**src/rtl/config_pkg.sv**
```systemverilog
// Core configuration slice: physical address width and the static
// cached / executable / non-idempotent address rules used as fallback
// attributes when no runtime PMA region matches.
package config_pkg;

    localparam int unsigned NrMaxRules = 4;

    typedef struct packed {
        int unsigned                      PLEN;
        int unsigned                      NrNonIdempotentRules;
        logic [NrMaxRules-1:0][63:0]      NonIdempotentAddrBase;
        logic [NrMaxRules-1:0][63:0]      NonIdempotentLength;
        int unsigned                      NrExecuteRegionRules;
        logic [NrMaxRules-1:0][63:0]      ExecuteRegionAddrBase;
        logic [NrMaxRules-1:0][63:0]      ExecuteRegionLength;
        int unsigned                      NrCachedRegionRules;
        logic [NrMaxRules-1:0][63:0]      CachedRegionAddrBase;
        logic [NrMaxRules-1:0][63:0]      CachedRegionLength;
    } cva6_cfg_t;

    // Empty configuration: 32-bit physical space, no static rules.
    function automatic cva6_cfg_t build_empty_cfg();
        cva6_cfg_t c;
        c      = '0;
        c.PLEN = 32;
        return c;
    endfunction

    localparam cva6_cfg_t cva6_cfg_empty = build_empty_cfg();

endpackage

```
**src/rtl/pma_pkg.sv**
```systemverilog
// Shared PMA region table definitions: attribute layout, programming
// field encoding, region count limit and the no-wrap range check.
package pma_pkg;

    localparam int unsigned MaxRegions = 16;
    localparam int unsigned AttrW      = 5;

    // Bit positions inside the attribute word (LSB first).
    localparam int unsigned AttrValid   = 0;
    localparam int unsigned AttrCached  = 1;
    localparam int unsigned AttrExec    = 2;
    localparam int unsigned AttrNonidem = 3;

    typedef struct packed {
        logic lock;
        logic nonidem;
        logic exec;
        logic cached;
        logic valid;
    } pma_attr_t;

    typedef enum logic [1:0] {
        FIELD_BASE = 2'd0,
        FIELD_LEN  = 2'd1,
        FIELD_ATTR = 2'd2,
        FIELD_RSVD = 2'd3
    } pma_field_e;

    // base <= addr < base + len, with the limit held one bit wider so a
    // region ending at the top of the address space never wraps to 0.
    function automatic logic range_hit(input logic [63:0] addr,
                                       input logic [63:0] base,
                                       input logic [63:0] len);
        logic [64:0] limit;
        limit = {1'b0, base} + {1'b0, len};
        return (len != '0) && (addr >= base) && ({1'b0, addr} < limit);
    endfunction

endpackage

```
**src/rtl/pma_region_match.sv**
```systemverilog
// One lookup channel: priority match of a single address against the
// runtime region table, falling back to the static core rules on a miss.
module pma_region_match #(
    parameter config_pkg::cva6_cfg_t CVA6Cfg   = config_pkg::cva6_cfg_empty,
    parameter int unsigned           NrRegions = 8
) (
    input  logic [CVA6Cfg.PLEN-1:0]                addr_i,
    input  logic [NrRegions-1:0][CVA6Cfg.PLEN-1:0] base_i,
    input  logic [NrRegions-1:0][CVA6Cfg.PLEN-1:0] len_i,
    input  logic [NrRegions-1:0][3:0]              attr_i,
    output logic                                   hit_o,
    output logic                                   cached_o,
    output logic                                   exec_o,
    output logic                                   nonidem_o
);
    import pma_pkg::*;

    localparam int unsigned PLEN = CVA6Cfg.PLEN;

    function automatic logic [63:0] ext(input logic [PLEN-1:0] v);
        logic [63:0] r;
        r          = '0;
        r[PLEN-1:0] = v;
        return r;
    endfunction

    logic [63:0] addr_ext;
    logic        static_cached;
    logic        static_exec;
    logic        static_nonidem;

    // Static fallback attributes from the core configuration rules.
    always_comb begin
        addr_ext       = ext(addr_i);
        static_cached  = 1'b0;
        static_exec    = 1'b0;
        static_nonidem = 1'b0;
        for (int unsigned r = 0; r < config_pkg::NrMaxRules; r++) begin
            if (r < CVA6Cfg.NrCachedRegionRules &&
                range_hit(addr_ext, CVA6Cfg.CachedRegionAddrBase[r], CVA6Cfg.CachedRegionLength[r]))
                static_cached = 1'b1;
            if (r < CVA6Cfg.NrExecuteRegionRules &&
                range_hit(addr_ext, CVA6Cfg.ExecuteRegionAddrBase[r], CVA6Cfg.ExecuteRegionLength[r]))
                static_exec = 1'b1;
            if (r < CVA6Cfg.NrNonIdempotentRules &&
                range_hit(addr_ext, CVA6Cfg.NonIdempotentAddrBase[r], CVA6Cfg.NonIdempotentLength[r]))
                static_nonidem = 1'b1;
        end
    end

    // Scan from the highest index down so the lowest matching region wins.
    always_comb begin
        hit_o     = 1'b0;
        cached_o  = static_cached;
        exec_o    = static_exec;
        nonidem_o = static_nonidem;
        for (int i = int'(NrRegions) - 1; i >= 0; i--) begin
            if (attr_i[i][AttrValid] && range_hit(addr_ext, ext(base_i[i]), ext(len_i[i]))) begin
                hit_o     = 1'b1;
                cached_o  = attr_i[i][AttrCached];
                exec_o    = attr_i[i][AttrExec];
                nonidem_o = attr_i[i][AttrNonidem];
            end
        end
    end

endmodule

```
**src/rtl/pma_region_table.sv**
```systemverilog
// Runtime-programmable PMA region table with a one-cycle programming
// response port and NrLookupPorts independent attribute lookup channels.
module pma_region_table #(
    parameter config_pkg::cva6_cfg_t CVA6Cfg       = config_pkg::cva6_cfg_empty,
    parameter int unsigned           NrRegions     = 8,
    parameter int unsigned           NrLookupPorts = 2,
    parameter int unsigned           LookupLatency = 1
) (
    input  logic                                       clk_i,
    input  logic                                       rst_ni,
    input  logic                                       cfg_req_i,
    input  logic                                       cfg_we_i,
    input  logic [((NrRegions > 1) ? $clog2(NrRegions) : 1)-1:0] cfg_idx_i,
    input  logic [1:0]                                 cfg_field_i,
    input  logic [CVA6Cfg.PLEN-1:0]                    cfg_wdata_i,
    output logic                                       cfg_rvalid_o,
    output logic [CVA6Cfg.PLEN-1:0]                    cfg_rdata_o,
    output logic                                       cfg_err_o,
    input  logic [NrLookupPorts-1:0]                   lkp_valid_i,
    input  logic [NrLookupPorts-1:0][CVA6Cfg.PLEN-1:0] lkp_addr_i,
    output logic [NrLookupPorts-1:0]                   lkp_valid_o,
    output logic [NrLookupPorts-1:0]                   lkp_hit_o,
    output logic [NrLookupPorts-1:0]                   lkp_cached_o,
    output logic [NrLookupPorts-1:0]                   lkp_exec_o,
    output logic [NrLookupPorts-1:0]                   lkp_nonidem_o
);
    import pma_pkg::*;

    localparam int unsigned PLEN = CVA6Cfg.PLEN;
    localparam int unsigned IdxW = (NrRegions > 1) ? $clog2(NrRegions) : 1;

    logic [NrRegions-1:0][PLEN-1:0]  base_q, base_d;
    logic [NrRegions-1:0][PLEN-1:0]  len_q, len_d;
    logic [NrRegions-1:0][AttrW-1:0] attr_q, attr_d;
    logic                            cfg_rvalid_q, cfg_rvalid_d;
    logic                            cfg_err_q, cfg_err_d;
    logic [PLEN-1:0]                 cfg_rdata_q, cfg_rdata_d;

    logic                            idx_oob;
    logic [IdxW-1:0]                 idx;
    pma_attr_t                       cur_attr;
    pma_field_e                      field;

    // Decode a programming request into the next table state and response.
    // Errors (bad index, reserved field, write to a locked region) leave
    // the table untouched; the lock check uses the registered attr, so a
    // write that sets lock only restricts requests from the next cycle on.
    always_comb begin
        base_d       = base_q;
        len_d        = len_q;
        attr_d       = attr_q;
        cfg_rvalid_d = cfg_req_i;
        cfg_err_d    = 1'b0;
        cfg_rdata_d  = '0;
        idx_oob      = (32'(cfg_idx_i) >= NrRegions);
        idx          = idx_oob ? '0 : cfg_idx_i;
        field        = pma_field_e'(cfg_field_i);
        cur_attr     = pma_attr_t'(attr_q[idx]);
        if (cfg_req_i) begin
            cfg_err_d = idx_oob || (field == FIELD_RSVD) || (cfg_we_i && cur_attr.lock);
            if (!cfg_err_d) begin
                if (cfg_we_i) begin
                    case (field)
                        FIELD_BASE: base_d[idx] = cfg_wdata_i;
                        FIELD_LEN:  len_d[idx]  = cfg_wdata_i;
                        FIELD_ATTR: attr_d[idx] = cfg_wdata_i[AttrW-1:0];
                        default:    ;
                    endcase
                end else begin
                    case (field)
                        FIELD_BASE: cfg_rdata_d = base_q[idx];
                        FIELD_LEN:  cfg_rdata_d = len_q[idx];
                        FIELD_ATTR: cfg_rdata_d = PLEN'(attr_q[idx]);
                        default:    ;
                    endcase
                end
            end
        end
    end

    // Table and programming response registers.
    always_ff @(posedge clk_i or negedge rst_ni) begin
        if (!rst_ni) begin
            base_q       <= '0;
            len_q        <= '0;
            attr_q       <= '0;
            cfg_rvalid_q <= 1'b0;
            cfg_err_q    <= 1'b0;
            cfg_rdata_q  <= '0;
        end else begin
            base_q       <= base_d;
            len_q        <= len_d;
            attr_q       <= attr_d;
            cfg_rvalid_q <= cfg_rvalid_d;
            cfg_err_q    <= cfg_err_d;
            cfg_rdata_q  <= cfg_rdata_d;
        end
    end

    assign cfg_rvalid_o = cfg_rvalid_q;
    assign cfg_err_o    = cfg_err_q;
    assign cfg_rdata_o  = cfg_rdata_q;

    logic [NrRegions-1:0][3:0]   match_attr;
    logic [NrLookupPorts-1:0]    hit_c, cached_c, exec_c, nonidem_c;

    // Matchers only need the lookup-relevant attribute bits.
    always_comb begin
        for (int r = 0; r < int'(NrRegions); r++) begin
            match_attr[r] = attr_q[r][3:0];
        end
    end

    for (genvar g = 0; g < int'(NrLookupPorts); g++) begin : gen_match
        pma_region_match #(
            .CVA6Cfg   (CVA6Cfg),
            .NrRegions (NrRegions)
        ) i_match (
            .addr_i    (lkp_addr_i[g]),
            .base_i    (base_q),
            .len_i     (len_q),
            .attr_i    (match_attr),
            .hit_o     (hit_c[g]),
            .cached_o  (cached_c[g]),
            .exec_o    (exec_c[g]),
            .nonidem_o (nonidem_c[g])
        );
    end

    if (LookupLatency == 0) begin : gen_lkp_comb
        assign lkp_valid_o   = lkp_valid_i;
        assign lkp_hit_o     = hit_c;
        assign lkp_cached_o  = cached_c;
        assign lkp_exec_o    = exec_c;
        assign lkp_nonidem_o = nonidem_c;
    end else begin : gen_lkp_reg
        logic [NrLookupPorts-1:0] valid_q, hit_q, cached_q, exec_q, nonidem_q;

        // Register lookup results so they appear one cycle after the request.
        always_ff @(posedge clk_i or negedge rst_ni) begin
            if (!rst_ni) begin
                valid_q   <= '0;
                hit_q     <= '0;
                cached_q  <= '0;
                exec_q    <= '0;
                nonidem_q <= '0;
            end else begin
                valid_q   <= lkp_valid_i;
                hit_q     <= hit_c;
                cached_q  <= cached_c;
                exec_q    <= exec_c;
                nonidem_q <= nonidem_c;
            end
        end

        assign lkp_valid_o   = valid_q;
        assign lkp_hit_o     = hit_q;
        assign lkp_cached_o  = cached_q;
        assign lkp_exec_o    = exec_q;
        assign lkp_nonidem_o = nonidem_q;
    end

endmodule

```
**config.mk**
```make
export PLATFORM = sky130hd
export DESIGN_NAME = pma_region_table
export DESIGN_NICKNAME = d
export VERILOG_FILES = /design/src/rtl/config_pkg.sv /design/src/rtl/pma_pkg.sv /design/src/rtl/pma_region_match.sv /design/src/rtl/pma_region_table.sv
export SDC_FILE = /design/constraint.sdc
export NUM_CORES = 2
export LEC_CHECK = 0
export ABC_AREA = 0
export BUFFER_PORTS_ARGS = -buffer_cell sky130_fd_sc_hd__buf_2
export CAP_MARGIN = 40
export CORE_ASPECT_RATIO = 1.2
export CORE_MARGIN = 2
export CORE_UTILIZATION = 50
export CTS_CLUSTER_SIZE = 28
export DETAILED_ROUTE_END_ITERATION = 8
export PLACE_DENSITY = 0.69
export SYNTH_ARGS = -nofsm -noshare
export SYNTH_HDL_FRONTEND = slang
export SYNTH_SLANG_ARGS = --single-unit
```
**constraint.sdc**
```tcl
create_clock -name clk_i -period 5.47 [get_ports clk_i]
set_input_delay 0.547 -clock clk_i [delete_from_list [all_inputs] [get_ports clk_i]]
set_output_delay 0.547 -clock clk_i [all_outputs]
set_load 0.05 [all_outputs]
```
==> metrics.md <==
| Metric | Value |
|---|---|
| Global Route Usage Sum | 0.457 |
| Drt total wl | around 290000 µm |
| Vias per cell | between 6 and 7 |
| Worst Tran Pin Value | between 1 and 1.5 ns |
| Pin count of the biggest net entering global routing | roughly 120 |
| Vias post-DR | 59244 |
| Worst-Skew Late Latency | 0.70 ns |
| Most frequent cells in the layout | 1254 x ha_1, 837 x buf_4, 596 x dfrtp_1, 534 x mux2_2, 433 x a21oi_1 |
| Clk buf depth | 3 |
| Synthesized cell area | 0.0598 mm² |
| Inst Count DP | between 8000 and 9000 |
| Final std cells w/o fill | between 8000 and 9000 |
| PwrDens | between 300 and 400 mW/mm² |
| Setup violations, final | 8 |
| FFs w/ async S/R, synth | 1.00 |
| Status | complete, but fails checks |
| Initial antenna violation count | 32 |
| Post-Syn Nets | between 7000 and 8000 |
| Synth unique cells | 83 |
| Residual DRC count | 30 |
| Worst-path clk slew | about 0.060 ns |
| Grt ovf | 0 |
| Avg WL per Cell | between 30 and 40 µm |
| Slew headroom | 0.297 |
| Vias in the first global route | roughly 58000 |
| Layout area overhead | 20.8% |
| Most area-consuming cells after synthesis | ha_1 26%, dfrtp_1 25%, mux2_2 10% |
| Post-Layout Inst Area | between 0.07 and 0.08 mm² |
| First-pass GRT wire length | approximately 400000 µm |
| Die height | approximately 380 µm |
| Initial DRC Count | 6575 |
| Register area | approximately 0.015 mm² |
| CP most frequent cell | buf_4 |
| Delay-heaviest family, CP | compound AO/OA/AOI/OAI gates |
| Die Span X | ~320 µm |
| HPWL after DPL | roughly 230000 µm |
| Yosys top cell by area | ha_1 |
| Worst Setup End Kind | flop |
| Seq cells post-synth | about 600 |
| Max-cap viol count | 0 |
| Worst VDD drop | 213 µV |
| Final worst-path setup slack | -0.384 ns |
| Most common flop cell mapped by yosys | dfrtp_1 |
| Setup TNS Final | -2.60 ns |
| Yosys Warn Count | 0 |
| Die area | approximately 0.12 mm² |
| Post-synth EDFFs | 0 |
| Util after Layout | 0.607 |
| RePlAce Congestion | 1.11 |
| Hold slack | between 0.02 and 0.025 ns |
| CP arrival | approximately 6.5 ns |
| Leakage | ~35 nW |
| Core Box Area | 0.119 mm² |
| Root Driver | clkbuf_16 |
| Num rows | approximately 140 |
| Pins Over Slew Limit | 0 |
| CP bufs+invs | 5 |
| Avg Cell Area, Syn | between 9 and 10 µm² |
| Max H-tree Level | 3 |
| Nets | 8574 |
| Skew final | between 0.03 and 0.04 ns |
| Layout cell share with drive strength beyond 1 | 0.256 |
| Sequential element share of the synthesized area | 0.249 |
| Violated checks | DRC, setup timing |
| Post-layout min period | about 6 ns |
| Top-area cell type share of the netlist area | 0.264 |
| Hold crit path type | input pin to flop |
| Antenna Nets Post-Route | 0 |
| CTS Sinks | 596 |
| DP Area | just under 0.07 mm² |
| Number of hold-slack violations in the final timing report | 0 |
| Final worst-path cycle share | 1.07 |
| Largest stage delay on the critical path | approximately 0.5 ns |
| Port bufs | 150 |
| Critical path launch point type | flop |
| Crit path kind | flop to flop |
| Syn Inst Count | 6262 |
| Initial Utilization | 0.502 |
| Number of top-level pins | about 150 |
| CP Max Fanout | 4 |
| Fill cells | 10303 |
| Area occupied by multi-input gates | 0.0438 mm² |
| Worst endpoint required time | a little over 6 ns |
| Drt first pass iters | 9 |
| Most common cell after layout, fill and taps aside | ha_1 |
| Fmax | ~170 MHz |
| Slowest CP cell | or4_1 |
| RSZ-0062 raised after global routing | yes |
| CTS tree | done |
| Cts bufs inserted | 74 |
cells by family after synthesis:
kind of cell	synth area share
AO/OA/AOI/OAI	0.209
AND/OR/NAND/NOR	0.107
adder cells (fa/ha/maj)	0.267
buffers and inverters	0.0326
flip-flops	0.249
multiplexers	0.103
XOR/XNOR	0.0318
timing repair:
item | CTS | global route
resized for setup | 98 | 62
setup buffers | 14 | 10
pin swaps | 87 | 52
endpoints found under the hold margin | 62 | 0
hold buffers | 3 | 0
setup endpoints to repair | 8 | 8
report_power, final:
part / internal (W) / total (W) / switching (W)
Clock: 0.00310 / 0.00535 / 0.00225
Combinational: 0.00479 / 0.0112 / 0.00642
Sequential: 0.00499 / 0.00576 / 0.000769
Total: 0.0129 / 0.0223 / 0.00944
metal layers:
metal  GRT usage  vias to the layer above  part of all wire  wire length, µm
met5           0                        -           0.00049              141
met4       0.481                       24              0.14            38700
met3       0.119                     1509             0.093            26400
met2       0.691                     3462              0.42           120000
met1       0.505                    28311              0.35           100000
li1            -                    25938                 -                -
state kept, by name, summed over array words and instances (netlist names):
signal         flops
base_q           256
len_q            256
attr_q            40
cfg_rdata_o       32
lkp_cached_o       2
lkp_exec_o         2
lkp_hit_o          2
lkp_nonidem_o      2
lkp_valid_o        2
cfg_err_o          1
cfg_rvalid_o       1
synth_stat cells, types with 34 or more instances:
| master | n |
|---|---|
| nor3_1 | 91 |
| nand2b_1 | 91 |
| a211oi_1 | 66 |
| inv_1 | 356 |
| buf_1 | 34 |
| a22oi_1 | 189 |
| nand3_1 | 68 |
| o21a_1 | 89 |
| xor2_1 | 116 |
| nor4_1 | 82 |
| nand4_1 | 200 |
| o21ai_0 | 307 |
| o22ai_1 | 46 |
| a21oi_1 | 450 |
| dfrtp_1 | 596 |
| xnor2_1 | 101 |
| ha_1 | 1260 |
| a2111oi_0 | 35 |
| nor2_1 | 253 |
| a21o_1 | 300 |
| o21bai_1 | 41 |
| o211ai_1 | 35 |
| a221oi_1 | 48 |
| mux2_2 | 534 |
| nand2_1 | 231 |
| nor2b_1 | 73 |
| a31oi_1 | 56 |
| clkbuf_1 | 130 |
final timing paths:
check                      slack, ns                         to                   start  depth (start not counted)
hold reg to reg                 0.48     attr_q[19]$_DFFE_PN0P_  attr_q[19]$_DFFE_PN0P_                          1
max in group asynchronous       3.63      len_q[81]$_DFFE_PN0P_                  rst_ni                          3
setup / recovery               -0.38  lkp_cached_o[1]$_DFF_PN0_    len_q[4]$_DFFE_PN0P_                         25
hold / removal                  0.02     cfg_rvalid_o$_DFF_PN0_               cfg_req_i                          1
min in group asynchronous       0.46     lkp_hit_o[0]$_DFF_PN0_                  rst_ni                          2
setup reg to reg               -0.38  lkp_cached_o[1]$_DFF_PN0_    len_q[4]$_DFFE_PN0P_                         25
per-stage QoR:
| stage | power (W) | setup WS [ns] |
|---|---|---|
| floorplan | 0.0115 | 0.00647 |
| global placement | 0.0160 | -0.840 |
| detailed placement | 0.0163 | -1.07 |
| CTS | 0.0218 | -0.394 |
| global route | 0.0234 | -0.600 |
| finish | 0.0223 | -0.384 |
cell type report:
class,count,share of cell area
diodes,17,0.000589
clock buffers,105,0.0298
clock inverters,31,0.00559
inverters,356,0.0185
multi-input cells,5146,0.606
flip-flops and latches,596,0.206
well taps,1551,0.0269
repair buffers,1025,0.106
(Power assumes the default switching activity.)
